[src/rtl/uart_transmitter_if.sv]
// rtl/uart_transmitter_if.sv - register-file side bundle of the UART transmit path
// Optional overflow signals exist only when UART_TX_OVERFLOW_EN is defined.
interface uart_transmitter_if #(
  parameter int FIFO_DEPTH = 16
) ();
  localparam int CW = $clog2(FIFO_DEPTH) + 1;

  logic [7:0]    PWDATA;
  logic          tx_fifo_we;
  logic          tx_fifo_clr;
  logic [7:0]    LCR;
  logic [CW-1:0] tx_fifo_count;
  logic          tx_fifo_empty;
  logic          tx_fifo_full;
  logic          tx_busy;
`ifdef UART_TX_OVERFLOW_EN
  logic          tx_ovf_clr;
  logic          tx_overflow;
`endif

  modport master (
    output PWDATA, tx_fifo_we, tx_fifo_clr, LCR,
`ifdef UART_TX_OVERFLOW_EN
    output tx_ovf_clr,
    input  tx_overflow,
`endif
    input  tx_fifo_count, tx_fifo_empty, tx_fifo_full, tx_busy
  );

  modport slave (
    input  PWDATA, tx_fifo_we, tx_fifo_clr, LCR,
`ifdef UART_TX_OVERFLOW_EN
    input  tx_ovf_clr,
    output tx_overflow,
`endif
    output tx_fifo_count, tx_fifo_empty, tx_fifo_full, tx_busy
  );
endinterface

[src/rtl/uart_transmitter.sv]
// rtl/uart_transmitter.sv - UART TX FIFO and frame serialiser paced by the baud tick
// Optional sticky overflow flag enabled by defining UART_TX_OVERFLOW_EN.
module uart_transmitter #(
  parameter int FIFO_DEPTH    = 16,
  parameter int TICKS_PER_BIT = 16
) (
  input  logic              PCLK,
  input  logic              PRESET,
  input  logic              tx_enable,
  output logic              txd,
  uart_transmitter_if.slave rf
);
  localparam int AW = $clog2(FIFO_DEPTH);
  localparam int CW = AW + 1;
  localparam int TW = $clog2(TICKS_PER_BIT);

  typedef enum logic [2:0] {IDLE, START, DATA, PARITY, STOP1, STOP2} state_e;
  state_e state_q, state_d;

  logic [7:0]    mem_q [FIFO_DEPTH];
  logic [AW-1:0] wr_ptr_q, rd_ptr_q;
  logic [CW-1:0] count_q;
  logic [TW-1:0] tick_q;
  logic [2:0]    bit_q;
  logic [7:0]    data_q;
  logic [5:0]    lcr_q;

  logic       full, empty, push, pop, last_tick, last_data_bit, parity_bit;
  logic [7:0] data_mask;
  logic       unused_lcr_msb;

  assign unused_lcr_msb = rf.LCR[7];
  assign full      = (count_q == CW'(FIFO_DEPTH));
  assign empty     = (count_q == '0);
  assign push      = rf.tx_fifo_we && !full;
  assign pop       = (state_q == IDLE) && tx_enable && !empty && !rf.tx_fifo_clr;
  assign last_tick = tx_enable && (tick_q == TW'(TICKS_PER_BIT - 1));
  assign last_data_bit = (bit_q == (3'd4 + {1'b0, lcr_q[1:0]}));

  assign rf.tx_fifo_count = count_q;
  assign rf.tx_fifo_empty = empty;
  assign rf.tx_fifo_full  = full;
  assign rf.tx_busy       = (state_q != IDLE);

  always_ff @(posedge PCLK) begin
    if (PRESET || rf.tx_fifo_clr) begin
      wr_ptr_q <= '0;
      rd_ptr_q <= '0;
      count_q  <= '0;
    end else begin
      if (push) wr_ptr_q <= wr_ptr_q + AW'(1);
      if (pop)  rd_ptr_q <= rd_ptr_q + AW'(1);
      case ({push, pop})
        2'b10:   count_q <= count_q + CW'(1);
        2'b01:   count_q <= count_q - CW'(1);
        default: count_q <= count_q;
      endcase
    end
  end

  always_ff @(posedge PCLK) begin
    if (push) mem_q[wr_ptr_q] <= rf.PWDATA;
  end

  // Frame datapath: byte and line settings are frozen at the pop for the whole frame.
  always_ff @(posedge PCLK) begin
    if (PRESET) begin
      tick_q <= '0;
      bit_q  <= '0;
      data_q <= '0;
      lcr_q  <= '0;
    end else if (pop) begin
      tick_q <= '0;
      bit_q  <= '0;
      data_q <= mem_q[rd_ptr_q];
      lcr_q  <= rf.LCR[5:0];
    end else if (state_q != IDLE && tx_enable) begin
      tick_q <= last_tick ? '0 : tick_q + TW'(1);
      if (last_tick && state_q == DATA) bit_q <= bit_q + 3'd1;
    end
  end

  always_ff @(posedge PCLK) begin
    if (PRESET) state_q <= IDLE;
    else        state_q <= state_d;
  end

  always_comb begin
    state_d = state_q;
    case (state_q)
      IDLE:    if (pop)       state_d = START;
      START:   if (last_tick) state_d = DATA;
      DATA:    if (last_tick && last_data_bit) state_d = lcr_q[3] ? PARITY : STOP1;
      PARITY:  if (last_tick) state_d = STOP1;
      STOP1:   if (last_tick) state_d = lcr_q[2] ? STOP2 : IDLE;
      STOP2:   if (last_tick) state_d = IDLE;
      default: state_d = IDLE;
    endcase
  end

  assign data_mask  = 8'hFF >> (2'd3 - lcr_q[1:0]);
  assign parity_bit = lcr_q[5] ? ~lcr_q[4]
                    : (lcr_q[4] ? ^(data_q & data_mask) : ~^(data_q & data_mask));

  // Break follows the live LCR so software sees it take effect at once.
  always_comb begin
    txd = 1'b1;
    case (state_q)
      START:   txd = 1'b0;
      DATA:    txd = data_q[bit_q];
      PARITY:  txd = parity_bit;
      default: txd = 1'b1;
    endcase
    if (rf.LCR[6]) txd = 1'b0;
  end

`ifdef UART_TX_OVERFLOW_EN
  logic ovf_q;

  always_ff @(posedge PCLK) begin
    if (PRESET)                         ovf_q <= 1'b0;
    else if (rf.tx_fifo_we && full)     ovf_q <= 1'b1;
    else if (rf.tx_ovf_clr)             ovf_q <= 1'b0;
  end

  assign rf.tx_overflow = ovf_q;
`endif

endmodule

[src/flat_wrapper.sv]
// flat-port wrapper written by rule: the top's interface ports become plain ports
module uart_transmitter_flat 
#(
  parameter int FIFO_DEPTH    = 16,
  parameter int TICKS_PER_BIT = 16
)
  (PCLK, PRESET, tx_enable, txd, rf_PWDATA, rf_tx_fifo_we, rf_tx_fifo_clr, rf_LCR, rf_tx_fifo_count, rf_tx_fifo_empty, rf_tx_fifo_full, rf_tx_busy);
  uart_transmitter_if #(.FIFO_DEPTH(FIFO_DEPTH)) rf_i ();
  input  logic PCLK;
  input  logic PRESET;
  input  logic tx_enable;
  output logic txd;
  input wire logic [$bits(rf_i.PWDATA)-1:0] rf_PWDATA;
  input wire logic [$bits(rf_i.tx_fifo_we)-1:0] rf_tx_fifo_we;
  input wire logic [$bits(rf_i.tx_fifo_clr)-1:0] rf_tx_fifo_clr;
  input wire logic [$bits(rf_i.LCR)-1:0] rf_LCR;
  output wire logic [$bits(rf_i.tx_fifo_count)-1:0] rf_tx_fifo_count;
  output wire logic [$bits(rf_i.tx_fifo_empty)-1:0] rf_tx_fifo_empty;
  output wire logic [$bits(rf_i.tx_fifo_full)-1:0] rf_tx_fifo_full;
  output wire logic [$bits(rf_i.tx_busy)-1:0] rf_tx_busy;
  assign rf_i.PWDATA = rf_PWDATA;
  assign rf_i.tx_fifo_we = rf_tx_fifo_we;
  assign rf_i.tx_fifo_clr = rf_tx_fifo_clr;
  assign rf_i.LCR = rf_LCR;
  assign rf_tx_fifo_count = rf_i.tx_fifo_count;
  assign rf_tx_fifo_empty = rf_i.tx_fifo_empty;
  assign rf_tx_fifo_full = rf_i.tx_fifo_full;
  assign rf_tx_busy = rf_i.tx_busy;
  uart_transmitter #(.FIFO_DEPTH(FIFO_DEPTH), .TICKS_PER_BIT(TICKS_PER_BIT)) u_core (.PCLK(PCLK), .PRESET(PRESET), .tx_enable(tx_enable), .txd(txd), .rf(rf_i));
endmodule
[config.mk]
export PLATFORM = sky130hd
export DESIGN_NAME = uart_transmitter_flat
export DESIGN_NICKNAME = d
export VERILOG_FILES = /design/src/rtl/uart_transmitter_if.sv /design/src/rtl/uart_transmitter.sv /design/src/flat_wrapper.sv
export SDC_FILE = /design/constraint.sdc
export NUM_CORES = 1
export LEC_CHECK = 0
export ABC_CLOCK_PERIOD_IN_PS = 3720
export BUFFER_PORTS_ARGS = -buffer_cell sky130_fd_sc_hd__clkbuf_2
export CAP_MARGIN = 5
export CORE_MARGIN = 5
export CORE_UTILIZATION = 61
export CTS_BUF_LIST = sky130_fd_sc_hd__clkbuf_8 sky130_fd_sc_hd__clkbuf_16
export DETAILED_ROUTE_END_ITERATION = 16
export PLACE_DENSITY = 0.83
export SLEW_MARGIN = 0
export SYNTH_ARGS = -nofsm -noshare
export SYNTH_HDL_FRONTEND = slang
export SYNTH_SLANG_ARGS = --single-unit
[constraint.sdc]
create_clock -name PCLK -period 3.72 [get_ports PCLK]
set_input_delay 0.744 -clock PCLK [delete_from_list [all_inputs] [get_ports PCLK]]
set_output_delay 0.744 -clock PCLK [all_outputs]
set_load 0.005 [all_outputs]
# [After elaboration in Yosys (flattened, before gate mapping)]
# Memories as Yosys holds them, arrays and structs flattened. A register that Yosys moved wholly into a read port is not among the register bits.
# Cells that the tools add are included.
[op_classes] n_mul=0 muxes=19 order_cmp=1 n_addsub=8 shift=1 n_div=0 n_reduce_logical=21 n_bitwise=2 n_eq_ne=16
[ops] operator="3-bit 2-to-1 mux" count=8
[ops] operator="3-bit case mux with 6 select lines" count=1
[ops] operator="4-bit by 1-bit adder with 4-bit output (second input constant)" count=3
[ops] operator="2-bit by 1-bit != test with 1-bit output (second input constant)" count=5
[ops] operator="5-bit case mux with 2 select lines" count=1
[ops] operator="8-bit bitwise AND" count=1
[ops] operator="1-bit logical AND" count=8
[ops] operator="8-bit XNOR reduction" count=1
[ops] operator="8-bit parity" count=1
[ops] operator="8-bit by 2-bit right shift with 8-bit output (first input constant)" count=1
[ops] operator="3-bit by 2-bit equality test with 1-bit output (second input constant)" count=2
[ops] operator="3-bit equality test (second input constant)" count=2
[ops] operator="1-bit 2-to-1 mux" count=6
[ops] operator="6-bit AND reduction" count=1
[ops] operator="5-bit by 1-bit adder with 5-bit output (second input constant)" count=1
[ops] operator="5-bit equality test (second input constant)" count=1
[ops] operator="5-bit logical NOT" count=1
[ops] operator="5-bit by 1-bit subtractor with 5-bit output (second input constant)" count=1
[ops] operator="4-bit equality test (second input constant)" count=1
[ops] operator="3-bit by 4-bit < comparator with 1-bit output (second input constant)" count=1
[ops] operator="4-bit 2-to-1 mux" count=1
[ops] operator="3-bit by 1-bit adder with 3-bit output (second input constant)" count=1
[ops] operator="3-bit by 2-bit adder with 3-bit output (first input constant)" count=1
[ops] operator="1-bit binary-select mux with 3-bit select" count=1
[ops] operator="other kinds (15)" count=17
[word_totals] output_inout_bits=9 mem_bits_ro=0 memories=1 input_bits=21 reg_bits=29 elab_cells=76 latchBits=0 ram_bits=128
[mem_list] name="u_core.mem_q" words=16 word_bits=8 rd=1 rd_ports_with_merged_regs=1 wr=1 line_no="uart_transmitter.sv:20" rtl="logic [7:0] mem_q [FIFO_DEPTH];"

# [Longest topological paths before layout]
# Gate-level depths: netlist of the first run.
[logic_depth] depth_word=8 ltp_mapped=14 ltp_nobuf=12

# [Worst setup path after synthesis of the first run]
# Ideal clock, no wire load.
[synth_timing] kind="input port to flip-flop" startpoint="in rf_tx_fifo_clr" endpoint="reg u_core.count_q[4], in the netlist u_core.rf.tx_fifo_count[4]" t_required_ns=3.650 setup_time_ns=0.070 cell_stages=12 slack_ns=0.654 t_arrival_ns=2.996 path_buffers=1 cell_sequence="nand2b_1 a211o_1 buf_4 inv_2 ha_1 inv_1 fa_1 nor2b_1 o21ai_0 and3_1 or4_1 a21oi_1"
[synth_via] elab_chain_len=4 elab_cells_between_ends=7 classes_between="eq/ne (2); mux (1); reduce/logical (4)"
[synth_lines] element="start, declared" line_no="flat_wrapper.sv:15" rtl="input wire logic [$bits(rf_i.tx_fifo_clr)-1:0] rf_tx_fifo_clr;"
[synth_lines] element="1-bit logical NOT (*)" line_no="uart_transmitter.sv:36" rtl="assign pop = (state_q == IDLE) && tx_enable && !empty && !rf.tx_fifo_clr;"
[synth_lines] element="1-bit logical AND (*)" line_no="uart_transmitter.sv:36"
[synth_lines] element="named net u_core.pop" line_no="uart_transmitter.sv:28" rtl="logic full, empty, push, pop, last_tick, last_data_bit, parity_bit;"
[synth_lines] element="2-bit by 1-bit equality test with 1-bit output / 2-bit equality test (equally long branches)" line_no="uart_transmitter.sv:53" rtl="case ({push, pop})"
[synth_lines] element="5-bit case mux with 2 select lines / 2-bit nonzero test (equally long branches)"
[synth_lines] element="end signal, assigned" line_no="uart_transmitter.sv:54" rtl="2'b10: count_q <= count_q + CW'(1);"
[synth_lines] element="end signal, assigned" line_no="uart_transmitter.sv:55" rtl="2'b01: count_q <= count_q - CW'(1);"
[synth_lines] element="end signal, assigned" line_no="uart_transmitter.sv:56" rtl="default: count_q <= count_q;"
[synth_lines] element="end, declared" line_no="uart_transmitter.sv:22" rtl="logic [CW-1:0] count_q;"
# The timed path passes the listed nets; every way through them passes the cells marked *.
# A chain may end at the register's enable or synchronous reset.

# [Final worst setup path of the first run]
[layout_timing] startpoint="reg u_core.count_q[0], in the netlist u_core.rf.tx_fifo_count[0]" endpoint="reg u_core.count_q[4], in the netlist u_core.rf.tx_fifo_count[4]"
[layout_via] elab_chain_len=6 elab_cells_between_ends=13 classes_between="add/sub (2); eq/ne (3); mux (1); reduce/logical (7)"
[layout_lines] element="5-bit logical NOT" line_no="uart_transmitter.sv:34" rtl="assign empty = (count_q == '0);"
[layout_lines] element="1-bit logical NOT" line_no="uart_transmitter.sv:36"
[layout_lines] element="1-bit logical AND (2 in series)" line_no="uart_transmitter.sv:36"
[layout_lines] element="2-bit by 1-bit equality test with 1-bit output / 2-bit equality test (equally long branches)" line_no="uart_transmitter.sv:53"
[layout_lines] element="5-bit case mux with 2 select lines / 2-bit nonzero test (equally long branches)"
# Parallel ways exist; a longest one is shown, timed or not.

==> reports/results.tsv, run 1 <==
stage	metric	value	unit
outcome	outcome	completed	
synthesis	most frequent cell after synthesis	edfxtp_1	
route	DRT Wirelength	13500	um
timing	Final Cycle Share	0.865	
finish	final-stage net count	519	
worst_setup_path	worst r2r src	u_core.rf.tx_fifo_count[0]$_SDFFE_PP0P_	
pwr	Worst VDD drop	0.481	mV
route	via count	3937	
synthesis	sequential area share after synthesis	0.669	
global_route	largest net degree at the start of global routing	27	
global_route	Global Route Usage Sum	0.219	
cts	Post-CTS Setup Repair Bufs	0	
synthesis	post-synth top area cell	edfxtp_1	
worst_setup_path	slowest cell on the critical path	nor4_1	
place	Placed Area	7120	um2
synthesis	mean post-synth cell area	15.1	um2
place	Placed Instances	607	
floorplan	initial core utilization	0.627	
cts	CTS clk-pin slew, worst paths	0.06	ns
synthesis	Synth Instances	454	
timing	WHS	0.479	ns
route	routed vias/inst	6.16	
global_route	initial antenna violation count	0	
cts	Clock Tree Root	clkbuf_16	
worst_setup_path	worst path required time	4.07	ns
worst_setup_path	CP max stage delay	0.64	ns
hold_path	hold path depth	2	
timing	Fmax	0.311	GHz
global_route	met2 track demand over resource	0.360	
place	Post-DP HPWL	8640	um
cts	H-tree Lvls	4	
finish	share of layout cells above drive strength 1	0.216	
pwr	overall power	3.86	mW
cts	clk sinks	165	
timing	Worst Slack Setup Final	0.502	ns
timing	Slew headroom	0.448	
place	GPL Wtd Cong	0.828	
synthesis	FF+latch count, synth	165	
floorplan	Core ar.	10900	um2
worst_setup_path	CP startpoint	u_core.rf.tx_fifo_count[0]$_SDFFE_PP0P_	
global_route	GRT met3 Usage	0.0689	
worst_setup_path	Setup Crit Path Kind	reg -> reg	
route	DR pass1 iterations	8	
hold_path	hold path endpoint	u_core.lcr_q[5]$_SDFFE_PP0P_	
finish	filler cell count	691	
cts	Worst-Skew Late Latency	0.43	ns
global_route	first-pass GRT wire length	21400	um
hold_path	Hold Crit Class	reg -> reg	
finish	Post-Route Utilization	0.702	
synthesis	Syn Nets	487	
cts	TritonCTS Buffers	17	
hold_path	min-delay src	u_core.lcr_q[5]$_SDFFE_PP0P_	
worst_setup_path	reg2reg setup slack	0.50	ns
route	WL per Instance	21.1	um
worst_setup_path	cell chain of the critical path	nor4_1 > a21boi_2 > inv_1 > ha_1 > inv_1 > fa_1 > nor2b_1 > o21ai_0 > and3_1 > or4_1 > a21oi_1	
floorplan	I/O pin count	30	
timing	Clock Skew	0.0129	ns
worst_setup_path	crit path DAT	3.57	ns
worst_setup_path	Critical Path End Type	flop	
floorplan	die footprint	13500	um2
timing	RSZ-0062 raised after global routing	false	
synthesis	asr flop ratio synth	0	
floorplan	Die H	116	um
timing	measured slew at the worst slew-check pin	0.825	ns
route	Detail Route Antenna Nets	0	
global_route	busiest layer in global routing	met2	
synthesis	Synth top area share	0.561	
job	Max Cap Viol	0	
timing	Max Slew Vio Count	0	
cts	CTS Hold Buffers Added	0	
global_route	vias in the first global route	4048	
synthesis	synth warn	0	
finish	final non-filler cell total	639	
worst_setup_path	FF-to-FF path depth	11	
timing	Final Hold Fails	0	
worst_setup_path	Buf/Inv on CP	2	
worst_setup_path	CP top delay family	simple AND/OR/NAND/NOR gates	
synthesis	mapped cell area	6850	um2
cts	TritonCTS clock tree	built	
cts	Max Root-Sink Buffers	2	
timing	setup_tns	0	ns
timing	final setup fails	0	
worst_setup_path	RR Endpoint	u_core.rf.tx_fifo_count[4]$_SDFFE_PP0P_	
finish	area of the multi-input gates	2100	um2
cts	# resized after CTS	0	
floorplan	standard-cell row count	38	
floorplan	Die X	116	um
worst_setup_path	Crit Path Max Fanout	9	
synthesis	Distinct cells, synth	48	
synthesis	number of synthesized flops with an enable pin	128	
synthesis	Post-synth top flop	edfxtp_1	
global_route	met1 Usage GRT	0.282	
timing	Final Critical Period	3.22	ns
pwr	PwrDens	503	nW/um2
pwr	Leak Pwr	2.53	nW
place	port buffer count	28	
worst_setup_path	crit-path most repeated cell	inv_1	
route	Initial DRC Count	377	
synthesis	top cells by area, synth	edfxtp_1 56%, mux4_2 11%, dfxtp_1 11%, nor2_1 2.6%, a21oi_1 2.6%	
finish	Reg area	4590	um2
finish	Post-Layout Inst Area	7680	um2
route	drt drc	0	
finish	ant diodes	0	
place	dpl ws	0.444	ns
finish	area grow syn2layout	12.0	%
worst_setup_path	Setup crit start kind	flop	
global_route	total grt overflow	0	
synthesis	top post-synthesis cells by count	128 x edfxtp_1, 48 x nor2_1, 37 x dfxtp_1	
cell usage in the layout (no fill, tap or decap), types with 2 or more instances in the layout:
cell type   Yosys  layout
a21o_1          2       2
a21oi_1        35      35
a22oi_1        16      16
a31oi_1         4       4
buf_4           3       9
clkbuf_16       0      17
clkbuf_2        0      28
clkinv_2        0       3
clkinvlp_4      0       4
dfxtp_1        37      36
edfxtp_1      128     128
ha_1           11      11
inv_1          11      13
inv_2           2       2
inv_6           0       3
inv_8           0       2
mux2i_1         7       7
mux4_2         33      33
nand2_1        24      24
nand2b_1        6       6
nand3_1         6       6
nand4_1         3       3
nor2_1         48      48
nor2b_1         5       5
nor3_1          7       7
o21ai_0         6       6
or3_1           2       2
or4_1           2       2
xnor2_1         9       9
xor2_1          6       6
worst register-to-register path: stages, from the launching register on:
cell,delay [ns]
dfxtp_1,0.37
nor4_1,0.64
a21boi_2,0.27
inv_1,0.12
ha_1,0.23
inv_1,0.10
fa_1,0.38
nor2b_1,0.16
o21ai_0,0.12
and3_1,0.21
or4_1,0.40
a21oi_1,0.15
metal layers:
metal	wire length, um	share of wire
met4	258	0.019
met3	844	0.063
met5	0	0
met2	6790	0.50
met1	5560	0.41
kinds of logic after synthesis:
logic type | after synthesis | share of synthesized area
flip-flops | 165 | 0.669
adder cells (fa/ha/maj) | 12 | 0.0230
multiplexers | 40 | 0.119
buffers and inverters | 37 | 0.0241
AND/OR/NAND/NOR | 111 | 0.0754
AO/OA/AOI/OAI | 72 | 0.0648
XOR/XNOR | 17 | 0.0248
cell type report:
type                            instances  area share
Sequential cell                       165       0.597
Multi-Input combinational cell        252       0.274
Clock buffer                           17      0.0554
Timing Repair Buffer                   37      0.0271
Inverter                               13     0.00636
Tap cell                              140      0.0228
Clock inverter                         15      0.0171
how the worst max path moves through the flow:
stage	endpoint	slack, ns	depth (start not counted)
global placement	u_core.rf.tx_fifo_count[4]$_SDFFE_PP0P_	0.51	12
global route	u_core.rf.tx_fifo_count[4]$_SDFFE_PP0P_	0.34	11
detailed placement	u_core.rf.tx_fifo_count[4]$_SDFFE_PP0P_	0.44	12
CTS	u_core.rf.tx_fifo_count[4]$_SDFFE_PP0P_	0.57	11
floorplan	u_core.rf.tx_fifo_count[4]$_SDFFE_PP0P_	0.65	12
finish	u_core.rf.tx_fifo_count[4]$_SDFFE_PP0P_	0.50	11
flip-flops by register name, indices dropped and copies added (netlist names):
register and count:
u_core.state_q 3, u_core.lcr_q 6, u_core.mem_q 128, u_core.wr_ptr_q 4, u_core.bit_q 3, u_core.data_q 8, u_core.tick_q 4, u_core.rd_ptr_q 4
u_core.rf.tx_fifo_count 5
power by group:
group	internal [mW]	switching, mW	leakage (nW)
registers	2.01	0.0290	1.46
logic	0.0755	0.115	0.807
clock network	0.925	0.714	0.272
(Power assumes the default switching activity.)
==> run 2: changes to the inputs <==
--- a/config.mk
+++ b/config.mk
@@ -5,6 +5,7 @@
 export SDC_FILE = /design/constraint.sdc
 export NUM_CORES = 1
 export LEC_CHECK = 0
+export ABC_AREA = 1
 export ABC_CLOCK_PERIOD_IN_PS = 3720
 export BUFFER_PORTS_ARGS = -buffer_cell sky130_fd_sc_hd__clkbuf_2
 export CAP_MARGIN = 5
@@ -13,6 +14,7 @@
 export CTS_BUF_LIST = sky130_fd_sc_hd__clkbuf_8 sky130_fd_sc_hd__clkbuf_16
 export DETAILED_ROUTE_END_ITERATION = 16
 export PLACE_DENSITY = 0.83
+export SKIP_LAST_GASP = 1
 export SLEW_MARGIN = 0
 export SYNTH_ARGS = -nofsm -noshare
 export SYNTH_HDL_FRONTEND = slang
==> run 2 against run 1 <==
  * Sequential power hardly changed
  * First-iteration DRC count is 64% higher
  * Clock power grew 5%
  * Critical path depth is 4 higher
  * Worst setup slack gained 0.52 ns
  * Routed wire length up 12%
  * Utilization decreased by 1.0 points
  * Synthesized cell count is 46% higher
  * Via count grew 28%
  * Power is 10% higher
  * Clock skew is 0.0045 ns lower
  * Area after synthesis is 4.9% higher
  * Largest power group unchanged
==> reports/results.tsv, run 2 <==
stage	metric	value	unit	change
outcome	outcome	completed		
synthesis	number of synthesized flops with an enable pin	128		unchanged
worst_setup_path	Critical Path End Type	flop		
finish	Reg area	4590	um2	unchanged
worst_setup_path	Crit Path Max Fanout	22		+13
pwr	Worst VDD drop	0.410	mV	-15%
worst_setup_path	reg2reg setup slack	1.02	ns	+0.52 ns
timing	Final Critical Period	2.70	ns	-0.522 ns
pwr	Switching Fraction	0.241		+0.0189
synthesis	post-synth top area cell	edfxtp_1		
timing	Final Cycle Share	0.725		-0.140
finish	commonest non-fill, non-tap cell in the layout	edfxtp_1		
cts	Max Root-Sink Buffers	2		unchanged
finish	final-stage net count	713		+37%
finish	Largest register FFs	128		unchanged
synthesis	mean post-synth cell area	10.9	um2	-28%
pwr	PwrDens	536	nW/um2	+6.6%
finish	filler cell count	804		+16%
synthesis	asr flop ratio synth	0		unchanged
floorplan	Die X	119	um	+2.2%
global_route	total grt overflow	0		unchanged
finish	area grow syn2layout	10.4	%	
route	DR pass1 iterations	5		-3
synthesis	FF+latch count, synth	165		unchanged
global_route	vias in the first global route	4720		+17%
pwr	NetSw	1.03	mW	+19%
timing	Fmax	0.371	GHz	+19%
floorplan	Core ar.	11500	um2	+4.9%
synthesis	Distinct cells, synth	39		-19%
cts	H-tree Lvls	4		unchanged
floorplan	standard-cell row count	39		+2.6%
finish	most frequent cells in the layout	128 x edfxtp_1, 120 x nor2_1, 53 x o21ai_0, 48 x nand2_1, 47 x inv_1		
finish	Biggest register	u_core.mem_q		
worst_setup_path	crit path DAT	3.06	ns	-0.51 ns
pwr	Logic pwr share	0.107		+0.058
route	via count	5059		+28%
place	dpl ws	0.670	ns	+0.226 ns
finish	area of the multi-input gates	2210	um2	+5.0%
cts	TritonCTS Buffers	17		unchanged
floorplan	I/O pin count	30		unchanged
finish	Post-Route Utilization	0.692		-0.0102
synthesis	mapped cell area	7180	um2	+4.9%
place	port buffer count	28		unchanged
synthesis	sequential area share after synthesis	0.638		-0.0310
timing	Max Slew Vio Count	0		unchanged
pwr	Leak Pwr	2.85	nW	+13%
floorplan	die footprint	14000	um2	+4.4%
global_route	Global Route Usage Sum	0.219		-0.000624
synthesis	Post-synth top flop	edfxtp_1		
place	Post-DP HPWL	9450	um	+9.3%
timing	Final Hold Fails	0		unchanged
global_route	largest net degree at the start of global routing	67		+150%
pwr	Clock Power Share	0.406		-0.018
synthesis	synth warn	0		unchanged
cts	# resized after CTS	0		unchanged
cts	CTS Hold Buffers Added	0		unchanged
cts	Worst-Skew Late Latency	0.42	ns	about the same
timing	Worst Slack Setup Final	1.02	ns	+0.522 ns
timing	setup_tns	0	ns	unchanged
timing	Slew headroom	0.251		-0.197
cts	clk sinks	165		unchanged
place	GPL Wtd Cong	0.847		+2.3%
cts	TritonCTS clock tree	built		
worst_setup_path	Setup crit start kind	flop		
finish	share of layout cells above drive strength 1	0.130		-0.0866
timing	RSZ-0062 raised after global routing	false		
cts	CTS clk-pin slew, worst paths	0.06	ns	about the same
hold_path	Hold Crit Class	reg -> reg		
global_route	initial antenna violation count	0		unchanged
route	Initial DRC Count	619		+64%
route	WL per Instance	18.1	um	-14%
timing	final setup fails	0		unchanged
synthesis	most frequent cell after synthesis	edfxtp_1		
synthesis	top post-synthesis cells by count	128 x edfxtp_1, 120 x nor2_1, 53 x o21ai_0		
synthesis	Syn Nets	694		+43%
floorplan	Die H	119	um	+2.2%
pwr	cell internal pwr	3.23	mW	+7.4%
finish	ant diodes	0		unchanged
timing	Clock Skew	0.00837	ns	-0.00449 ns
job	Max Cap Viol	0		unchanged
route	Detail Route Antenna Nets	0		unchanged
worst_setup_path	worst path required time	4.08	ns	about the same
finish	top flop regs	u_core.mem_q: 128 flops, u_core.data_q: 8 flops, u_core.lcr_q: 6 flops		
synthesis	Synth Instances	661		+46%
route	drt drc	0		unchanged
worst_setup_path	Setup Crit Path Kind	reg -> reg		
cts	Clock Tree Root	clkbuf_16		
pwr	Seq pwr share	0.487		-0.040
floorplan	initial core utilization	0.627		about the same
timing	measured slew at the worst slew-check pin	1.12	ns	+0.299 ns
pwr	overall power	4.26	mW	+10%
route	routed vias/inst	6.05		-1.8%
global_route	first-pass GRT wire length	23900	um	+12%
synthesis	top cells by area, synth	edfxtp_1 54%, dfxtp_1 10%, nor2_1 6.3%, o21ai_0 3.7%, o211ai_1 3.3%		
route	DRT Wirelength	15100	um	+12%
synthesis	Synth top area share	0.535		-0.0260
cts	Post-CTS Setup Repair Bufs	0		unchanged
run 2: changes by cell type after synthesis, sizes merged, moves of 16 or more:
cell    change
a22oi      -16
inv        +40
mux4       -33
nand2      +32
nand3      +21
nor2       +77
o211ai     +32
o21ai      +86
run 2: cell type report:
type                            count  share of cell area
Clock buffer                       17              0.0536
Clock inverter                     15              0.0211
Inverter                           54              0.0259
Multi-Input combinational cell    411               0.278
Sequential cell                   165               0.578
Tap cell                          143              0.0226
Timing Repair Buffer               31              0.0205
run 2: power by group through the flow:
stage	logic [mW]	clock network, mW	registers (mW)
floorplan	0.331	0	2.10
global placement	0.423	0	2.11
detailed placement	0.447	0	2.11
CTS	0.453	1.74	2.07
global route	0.510	1.83	2.08
finish	0.457	1.73	2.07
run 2: kinds of logic after synthesis:
group | after synthesis | share of synthesized area
AO/OA/AOI/OAI | 169 | 0.138
XOR/XNOR | 10 | 0.0122
adder cells (fa/ha/maj) | 12 | 0.0219
buffers and inverters | 85 | 0.0547
flip-flops | 165 | 0.638
AND/OR/NAND/NOR | 220 | 0.135
run 2: worst paths after layout:
check                                            endpoint                      startpoint  cells after the start
setup / recovery  u_core.rf.tx_fifo_count[4]$_SDFFE_PP0P_  u_core.state_q[0]$_SDFFE_PP0P_                     15
setup reg to reg  u_core.rf.tx_fifo_count[4]$_SDFFE_PP0P_  u_core.state_q[0]$_SDFFE_PP0P_                     15
hold / removal              u_core.tick_q[1]$_SDFFE_PP0P_   u_core.tick_q[1]$_SDFFE_PP0P_                      2
hold reg to reg             u_core.tick_q[1]$_SDFFE_PP0P_   u_core.tick_q[1]$_SDFFE_PP0P_                      2
run 2: worst max-delay path, cell delays in order (launching register included):
cell      delay [ns]
dfxtp_1         0.35
nor2_2          0.16
nand2_2         0.11
nor3_4          0.16
nand2_4         0.20
inv_4           0.22
ha_1            0.26
inv_1           0.10
fa_1            0.42
nor2_1          0.14
a211oi_1        0.07
nand2_1         0.07
nand2_1         0.06
o21ai_0         0.14
nand2_1         0.07
nor2_1          0.10
run 2: metrics by stage:
stage               instances  hold slack [ns]  instance area [um2]
floorplan                 661            0.445                 7180
global placement          804            0.457                 7340
detailed placement        804            0.492                 7340
CTS                       836            0.501                 7930
global route              836            0.517                 7930
finish                    836            0.505                 7930
run 2: layer usage:
metal	vias to the layer above	wire length, um	global-route usage
li1	2370	-	-
met1	2411	6140	0.288
met2	244	7320	0.354
met3	34	1280	0.0544
met4	0	370	0.0836
met5	-	0	0
